`src/rtl/child_rr_scheduler.sv`:
```
// Round-robin scheduler granting one child at a time. A grant is held until
// the grantee's done strobe or until the watchdog revokes it.
module child_rr_scheduler #(
  parameter int NUM_REQ     = 5,
  parameter int TIMEOUT_CYC = 16
) (
  input  logic               clk,
  input  logic               rst,
  input  logic [NUM_REQ-1:0] req,
  input  logic [NUM_REQ-1:0] done,
  output logic [NUM_REQ-1:0] grant,
  output logic [2:0]         grant_id,
  output logic               busy,
  output logic               timeout
);

  typedef enum logic {
    IDLE  = 1'b0,
    GRANT = 1'b1
  } state_e;

  localparam logic [7:0] CNT_LAST = 8'(TIMEOUT_CYC - 1);
  localparam logic [3:0] NUM_REQ4 = 4'(NUM_REQ);

  state_e             state_q, state_d;
  logic [NUM_REQ-1:0] grant_q, grant_d;
  logic [2:0]         id_q, id_d;
  logic [2:0]         ptr_q, ptr_d;
  logic [7:0]         cnt_q, cnt_d;
  logic               timeout_q, timeout_d;

  logic [7:0]         req_ext;
  logic [3:0]         cand;
  logic [2:0]         win;
  logic               found;
  logic [NUM_REQ-1:0] win_onehot;

  // Search starts one past the last winner and wraps, so the last grantee
  // always has the lowest priority in the next round.
  always_comb begin
    req_ext = 8'(req);
    cand    = '0;
    win     = '0;
    found   = 1'b0;
    for (int i = 1; i <= NUM_REQ; i++) begin
      cand = {1'b0, ptr_q} + 4'(i);
      if (cand >= NUM_REQ4) cand = cand - NUM_REQ4;
      if (!found && req_ext[cand[2:0]]) begin
        found = 1'b1;
        win   = cand[2:0];
      end
    end
    for (int j = 0; j < NUM_REQ; j++) begin
      win_onehot[j] = (3'(j) == win);
    end
  end

  always_comb begin
    state_d   = state_q;
    grant_d   = grant_q;
    id_d      = id_q;
    ptr_d     = ptr_q;
    cnt_d     = cnt_q;
    timeout_d = 1'b0;
    case (state_q)
      IDLE: begin
        if (found) begin
          state_d = GRANT;
          grant_d = win_onehot;
          id_d    = win;
          ptr_d   = win;
          cnt_d   = '0;
        end
      end
      GRANT: begin
        // done from the grantee wins over a watchdog expiry in the same cycle
        if (|(done & grant_q)) begin
          state_d = IDLE;
          grant_d = '0;
        end else if (cnt_q == CNT_LAST) begin
          state_d   = IDLE;
          grant_d   = '0;
          timeout_d = 1'b1;
        end else begin
          cnt_d = cnt_q + 8'd1;
        end
      end
    endcase
  end

  always_ff @(posedge clk) begin
    if (rst) begin
      state_q   <= IDLE;
      grant_q   <= '0;
      id_q      <= '0;
      ptr_q     <= 3'(NUM_REQ - 1);
      cnt_q     <= '0;
      timeout_q <= 1'b0;
    end else begin
      state_q   <= state_d;
      grant_q   <= grant_d;
      id_q      <= id_d;
      ptr_q     <= ptr_d;
      cnt_q     <= cnt_d;
      timeout_q <= timeout_d;
    end
  end

  assign grant    = grant_q;
  assign grant_id = id_q;
  assign busy     = (state_q == GRANT);
  assign timeout  = timeout_q;

endmodule

```
`config.mk`:
```
export PLATFORM = sky130hd
export DESIGN_NAME = child_rr_scheduler
export DESIGN_NICKNAME = d
export VERILOG_FILES = /design/src/rtl/child_rr_scheduler.sv
export SDC_FILE = /design/constraint.sdc
export NUM_CORES = 1
export LEC_CHECK = 0
export CAP_MARGIN = 10
export CORE_MARGIN = 8
export CORE_UTILIZATION = 52
export DETAILED_ROUTE_END_ITERATION = 10
export PLACE_DENSITY = 0.78
export SLEW_MARGIN = 20
export SYNTH_ARGS = -nofsm -noshare
export SYNTH_HDL_FRONTEND = slang
export SYNTH_SLANG_ARGS = --single-unit
```
`constraint.sdc`:
```
create_clock -name clk -period 3.2 [get_ports clk]
set_input_delay 0.48 -clock clk [delete_from_list [all_inputs] [get_ports clk]]
set_output_delay 0.48 -clock clk [all_outputs]
set_load 0.1 [all_outputs]
```
==> After elaboration in Yosys (flattened, before gate mapping) <==
Cells that the tools add are included.
{ "totals": {"ff_bits": 21, "input_bits": 12, "out_inout_bits": 10} }
{ "classes": {"add_sub_neg": 11, "magnitude_cmp": 10, "eq_ne": 9, "mux": 38, "bitwise_logic": 2, "n_reduce_logical": 14} }
{ "ops": {"columns": ["operator", "n"], "rows": [
  ["2-to-1 mux 3 bit", 10],
  ["2-to-1 mux 8 bit", 3],
  [">= comparator 4 x 3 -> 1 bit (second input constant)", 5],
  ["less-than comparator 3 x 4 -> 1 bit (second input constant)", 5],
  ["case mux 8 bit (2 select lines)", 1],
  ["binary-select mux 1 bit (select 3 bit)", 5],
  ["2-to-1 mux 5 bit", 3],
  ["subtractor 3 bit (second input constant)", 5],
  ["2-to-1 mux 1 bit", 14],
  ["case mux 5 bit (2 select lines)", 1],
  ["adder 3 x 2 -> 4 bit (second input constant)", 2],
  ["adder 3 x 3 -> 4 bit (second input constant)", 2],
  ["adder 8 x 1 -> 8 bit (second input constant)", 1],
  ["== test 8 x 4 -> 1 bit (second input constant)", 1],
  ["OR reduction 7 bit", 1],
  ["== test 2 x 3 -> 1 bit (first input constant)", 2],
  ["!= test 2 bit (second input constant)", 3],
  ["AND 5 bit", 1],
  ["OR reduction 5 bit", 1],
  ["adder 3 x 1 -> 4 bit (second input constant)", 1],
  ["logical AND 1 bit", 4],
  ["zero test 1 bit", 4],
  ["AND reduction 2 bit", 2],
  ["== test 1 x 3 -> 1 bit (first input constant)", 1],
  ["other kinds (6)", 6]
]} }

==> Depth between registers and ports, before layout <==
{ "logic_depth": {"depth_word": 21, "ltp_mapped": 15} }

==> Worst setup path after synthesis <==
Ideal clock, no wire load.
{ "synth_path": {"kind": "register -> register", "startpoint": "register grant_id[0] (netlist name)", "endpoint": "register grant_q[1] (netlist: grant[1])", "setup_time_ps": 63, "arrival_ps": 3489, "t_required_ps": 3137, "path_slack_ps": -352, "stages_incl_launch_ff": 15, "period_less_slack_ps": 3552, "cell_sequence": "dfxtp_1 > buf_4 > buf_6 > inv_1 > ha_1 > inv_1 > fa_1 > or2_4 > o2111a_1 > a311o_2 > nand2b_4 > or4_4 > o21ai_2 > and2b_1 > a22o_1"} }
{ "synth_lines": {"columns": ["element", "line", "rtl"], "rows": [
  ["to (signal assigned)", "101", "grant_q <= grant_d;"],
  ["to (decl)", "26", "logic [NUM_REQ-1:0] grant_q, grant_d;"]
]} }

==> flow_summary.yaml <==
timing:
  timing.setup.tns_ns: -0.0608
  post-route-period-util_pct: 101
  slew_headroom_pct: 35.5
  timing_hold_violations_final: 0
  finalSetupViolCount: 2
  skew_ns: 0.00409
  timing_max_transition_violations_final: 0
  max_clock_freq_mhz: 308
  setup_slack_ns: -0.0418
  min_period_ns: 3.24
  rsz_0062_raised_after_global_routing: "yes"
  tightestPinTransition_ns: 0.965
final_layout:
  drive_gt1_share_pct: 28.3
  flow.area_growth_from_synthesis_pct: 28.6
  number_of_diodes: 0
  layout.nets: 325
worst_setup_path:
  setup.worst_path.end_class: "flop"
  path_cells: "clkinvlp_4, ha_4, inv_2, fa_2, or2_4, o2111a_1, a311o_2, buf_4, nor2b_4, and4b_4, nor2b_4, o21bai_4, o32ai_2"
  worst_path_most_repeated_cell: "sky130_fd_sc_hd__nor2b_4"
  r2r_slack_ns: -0.04
  critPathMaxFanout: 6
  timing_worst_setup_path_type: "flop to flop"
  timing.critical_path.required_ns: 3.35
  cp_top_family: "compound AO/OA/AOI/OAI gates"
  signal_arrival_time_at_the_worst_endpoint_ns: 3.40
  critical-path-slowest-cell: "sky130_fd_sc_hd__a311o_2"
  timing.critical_path.from_type: "flop"
  crit-reg2reg-capture: "grant[3]$_SDFFE_PP0P_"
  critPathLaunch: "grant_id[0]$_SDFFE_PP0P_"
  timing.critical_path.slowest_cell_delay_ns: 0.42
  critPathBufInv: 3
  startpoint_of_the_lowest_slack_register_to_register_path: "grant_id[0]$_SDFFE_PP0P_"
  rr_worst_depth: 13
synth:
  synth_nets: 281
  netlist.area_leader.share_pct: 18.8
  synth_edf_count: 0
  post_synth_instance_area_mm2: 0.00203
  synthFlopType: "sky130_fd_sc_hd__dfxtp_1"
  async_reset_ff_share_pct: 0
  synth_sequential_area_ratio_pct: 18.8
  syn_avg_cell_area_um2: 7.89
  ys_types: 76
  synthMostInstantiatedCell: "sky130_fd_sc_hd__nand2_1"
  netlist_top_cells_area: "sky130_fd_sc_hd__dfxtp_1 19%, sky130_fd_sc_hd__ha_1 6.8%, sky130_fd_sc_hd__nand2_1 5.7%"
  cell_type_with_the_highest_aggregate_area_in_the_netlist: "sky130_fd_sc_hd__dfxtp_1"
  yosys-top-cells-count: "31 x sky130_fd_sc_hd__nand2_1, 20 x sky130_fd_sc_hd__nor2_1, 19 x sky130_fd_sc_hd__a21oi_1, 19 x sky130_fd_sc_hd__dfxtp_1"
  count_of_yosys_warnings_during_synthesis: 0
  post_synth_inst_count: 257
  postSynthRegisterBits: 19
place:
  port_buffers: 21
  dp_wirelength_um: 4300
  place_congestion: 0.906
  pre_cts_ws_ns: -0.0174
clock_network:
  cts_max_path_buffers: 2
  clkSinkCount: 19
  cts_tree: "built"
  cts-buffers-inserted: 3
  clkSlewWorstSetupHoldPaths_ns: 0.07
  clock_insertion_delay_worst_skew_ns: 0.25
  clock-root-buffer: "sky130_fd_sc_hd__clkbuf_8"
  htree_levels: 1
  postCtsHoldBufs: 0
route:
  detailedRoute.firstPassIterationCount: 4
  dr_wl_met2_um: 2680
  routed_wirelength_um: 5760
  first_iter_violations: 166
  met3_wirelength_um: 360
  route.top_layer_used: "met4"
  avgRoutedWirePerCell_um: 16.5
  avgViaCountPerCell: 6.03
  route.detailed.drc: 0
  route.layer.met1.wl_um: 2670
  route.vias.total: 2097
  ant_nets: 0
job:
  drv_cap: 0
global_routing:
  grt_pass1_vias: 1890
  grt_first_pass_wirelength_um: 8990
  grt_max_degree: 24
  globalRoute.totalOverflow: 0
  globalRouteTotalUtil_pct: 17.2
  antenna_found_initial: 0
hold_path:
  holdCritStartpoint: "grant_id[2]$_SDFFE_PP0P_"
  min_path_type: "flop to flop"
  worst_hold_endpoint: "grant_id[2]$_SDFFE_PP0P_"
  worstHoldPathCells: 2
run_status:
  failed_checks: "negative setup slack"
  outcome: "complete, but fails checks"
power:
  power.ir.vdd_worst_v: 0.000508
  power-per-cell-area_mw_per_mm2: 1150
  total_leakage_power_nw: 1.02
die:
  io_pins: 22
  floorplan.initialDensity_pct: 54.6
  dieWidth_um: 78.5
  die-area_mm2: 0.00615
  placeableCoreArea_mm2: 0.00372
  dieHeight_um: 78.5
  rows: 22
## where the power goes
| part | total, mW | switching [mW] | leakage [nW] | internal (mW) |
|---|---|---|---|---|
| logic | 2.50 | 1.48 | 0.842 | 1.03 |
| registers | 0.336 | 0.0490 | 0.155 | 0.287 |
| clock network | 0.164 | 0.0774 | 0.0255 | 0.0864 |
| total | 3.01 | 1.60 | 1.02 | 1.40 |
## per-stage QoR
| step | total power [mW] | utilization, % | hold WS [ns] | cell area (um2) | cells |
|---|---|---|---|---|---|
| after floorplan | 2.05 | - | 0.463 | 2070 | 257 |
| after global placement | 2.53 | 64.9 | 0.450 | 2410 | 339 |
| after detailed placement | 2.57 | 64.9 | 0.454 | 2410 | 339 |
| after CTS | 2.78 | 67.0 | 0.469 | 2490 | 344 |
| after global routing | 3.19 | 70.2 | 0.479 | 2610 | 348 |
| final | 3.01 | 70.2 | 0.472 | 2610 | 348 |
## worst max path at each step
stage	endpoint	slack (ns)	cells after the start
6_report	grant[3]$_SDFFE_PP0P_	-0.04	13
5_1_grt	cnt_q[5]$_SDFFE_PP0P_	-0.09	12
2_1_floorplan	grant[1]$_SDFFE_PP0P_	-0.10	14
3_5_place_dp	grant[0]$_SDFFE_PP0P_	-0.02	12
3_3_place_gp	grant[1]$_SDFFE_PP0P_	0.08	12
4_1_cts	grant[0]$_SDFFE_PP0P_	0.01	12
## state kept, by name (all words and copies together) (netlist names)
register,count
grant,5
cnt_q,8
ptr_q,1
busy,1
grant_id,3
timeout,1
## metal layers
layer | GRT usage (%) | up-vias
li1 | - | 1028
met1 | 24.1 | 978
met2 | 28.0 | 82
met3 | 1.94 | 9
met4 | 2.59 | 0
met5 | 0 | -
## cell families (layout without fill, tap and decap cells)
| family | count (synthesis) | after routing | synth area share, % |
|---|---|---|---|
| fa+ha+maj | 12 | 12 | 7.77 |
| xor+xnor | 8 | 8 | 3.83 |
| flops | 19 | 19 | 18.8 |
| mux | 9 | 9 | 4.50 |
| buf+inv | 21 | 64 | 5.55 |
| compound gates | 72 | 72 | 27.9 |
| simple gates | 116 | 116 | 31.6 |
## placed cells by master, fill, tap and decap left out, types with 6 or more instances in the layout
cell type,instances
sky130_fd_sc_hd__nand3_1,8
sky130_fd_sc_hd__buf_4,33
sky130_fd_sc_hd__nand2b_1,9
sky130_fd_sc_hd__inv_1,9
sky130_fd_sc_hd__nor2_1,20
sky130_fd_sc_hd__dfxtp_1,18
sky130_fd_sc_hd__o21ai_0,8
sky130_fd_sc_hd__ha_1,6
sky130_fd_sc_hd__nor2b_1,6
sky130_fd_sc_hd__a21oi_1,16
sky130_fd_sc_hd__nand2_1,30
sky130_fd_sc_hd__clkdlybuf4s50_1,13
sky130_fd_sc_hd__xnor2_1,6
sky130_fd_sc_hd__mux2i_1,8
## layout make-up
class                      count  area [um2]
clock buffer                   3        41.3
clock inverter                 1        5.00
multi-input combinational    217        1680
inverter                      13        52.6
timing repair buffer          47         389
fill                         306        1110
sequential                    19         384
tap                           48        60.1
## worst reg2reg max path, stage by stage (launching register included)
cell                         delay, ns
sky130_fd_sc_hd__dfxtp_4          0.35
sky130_fd_sc_hd__clkinvlp_4       0.14
sky130_fd_sc_hd__ha_4             0.15
sky130_fd_sc_hd__inv_2            0.04
sky130_fd_sc_hd__fa_2             0.41
sky130_fd_sc_hd__or2_4            0.27
sky130_fd_sc_hd__o2111a_1         0.24
sky130_fd_sc_hd__a311o_2          0.42
sky130_fd_sc_hd__buf_4            0.17
sky130_fd_sc_hd__nor2b_4          0.10
sky130_fd_sc_hd__and4b_4          0.28
sky130_fd_sc_hd__nor2b_4          0.18
sky130_fd_sc_hd__o21bai_4         0.11
sky130_fd_sc_hd__o32ai_2          0.30
## timing repair
action                                  CTS  global route
setup buffers                             1             4
endpoints found under the setup margin    3            16
gates cloned                              0             0
pin swaps                                 0             6
gates resized for setup                   3            21
No activity file was read; power rests on OpenSTA's default activity.
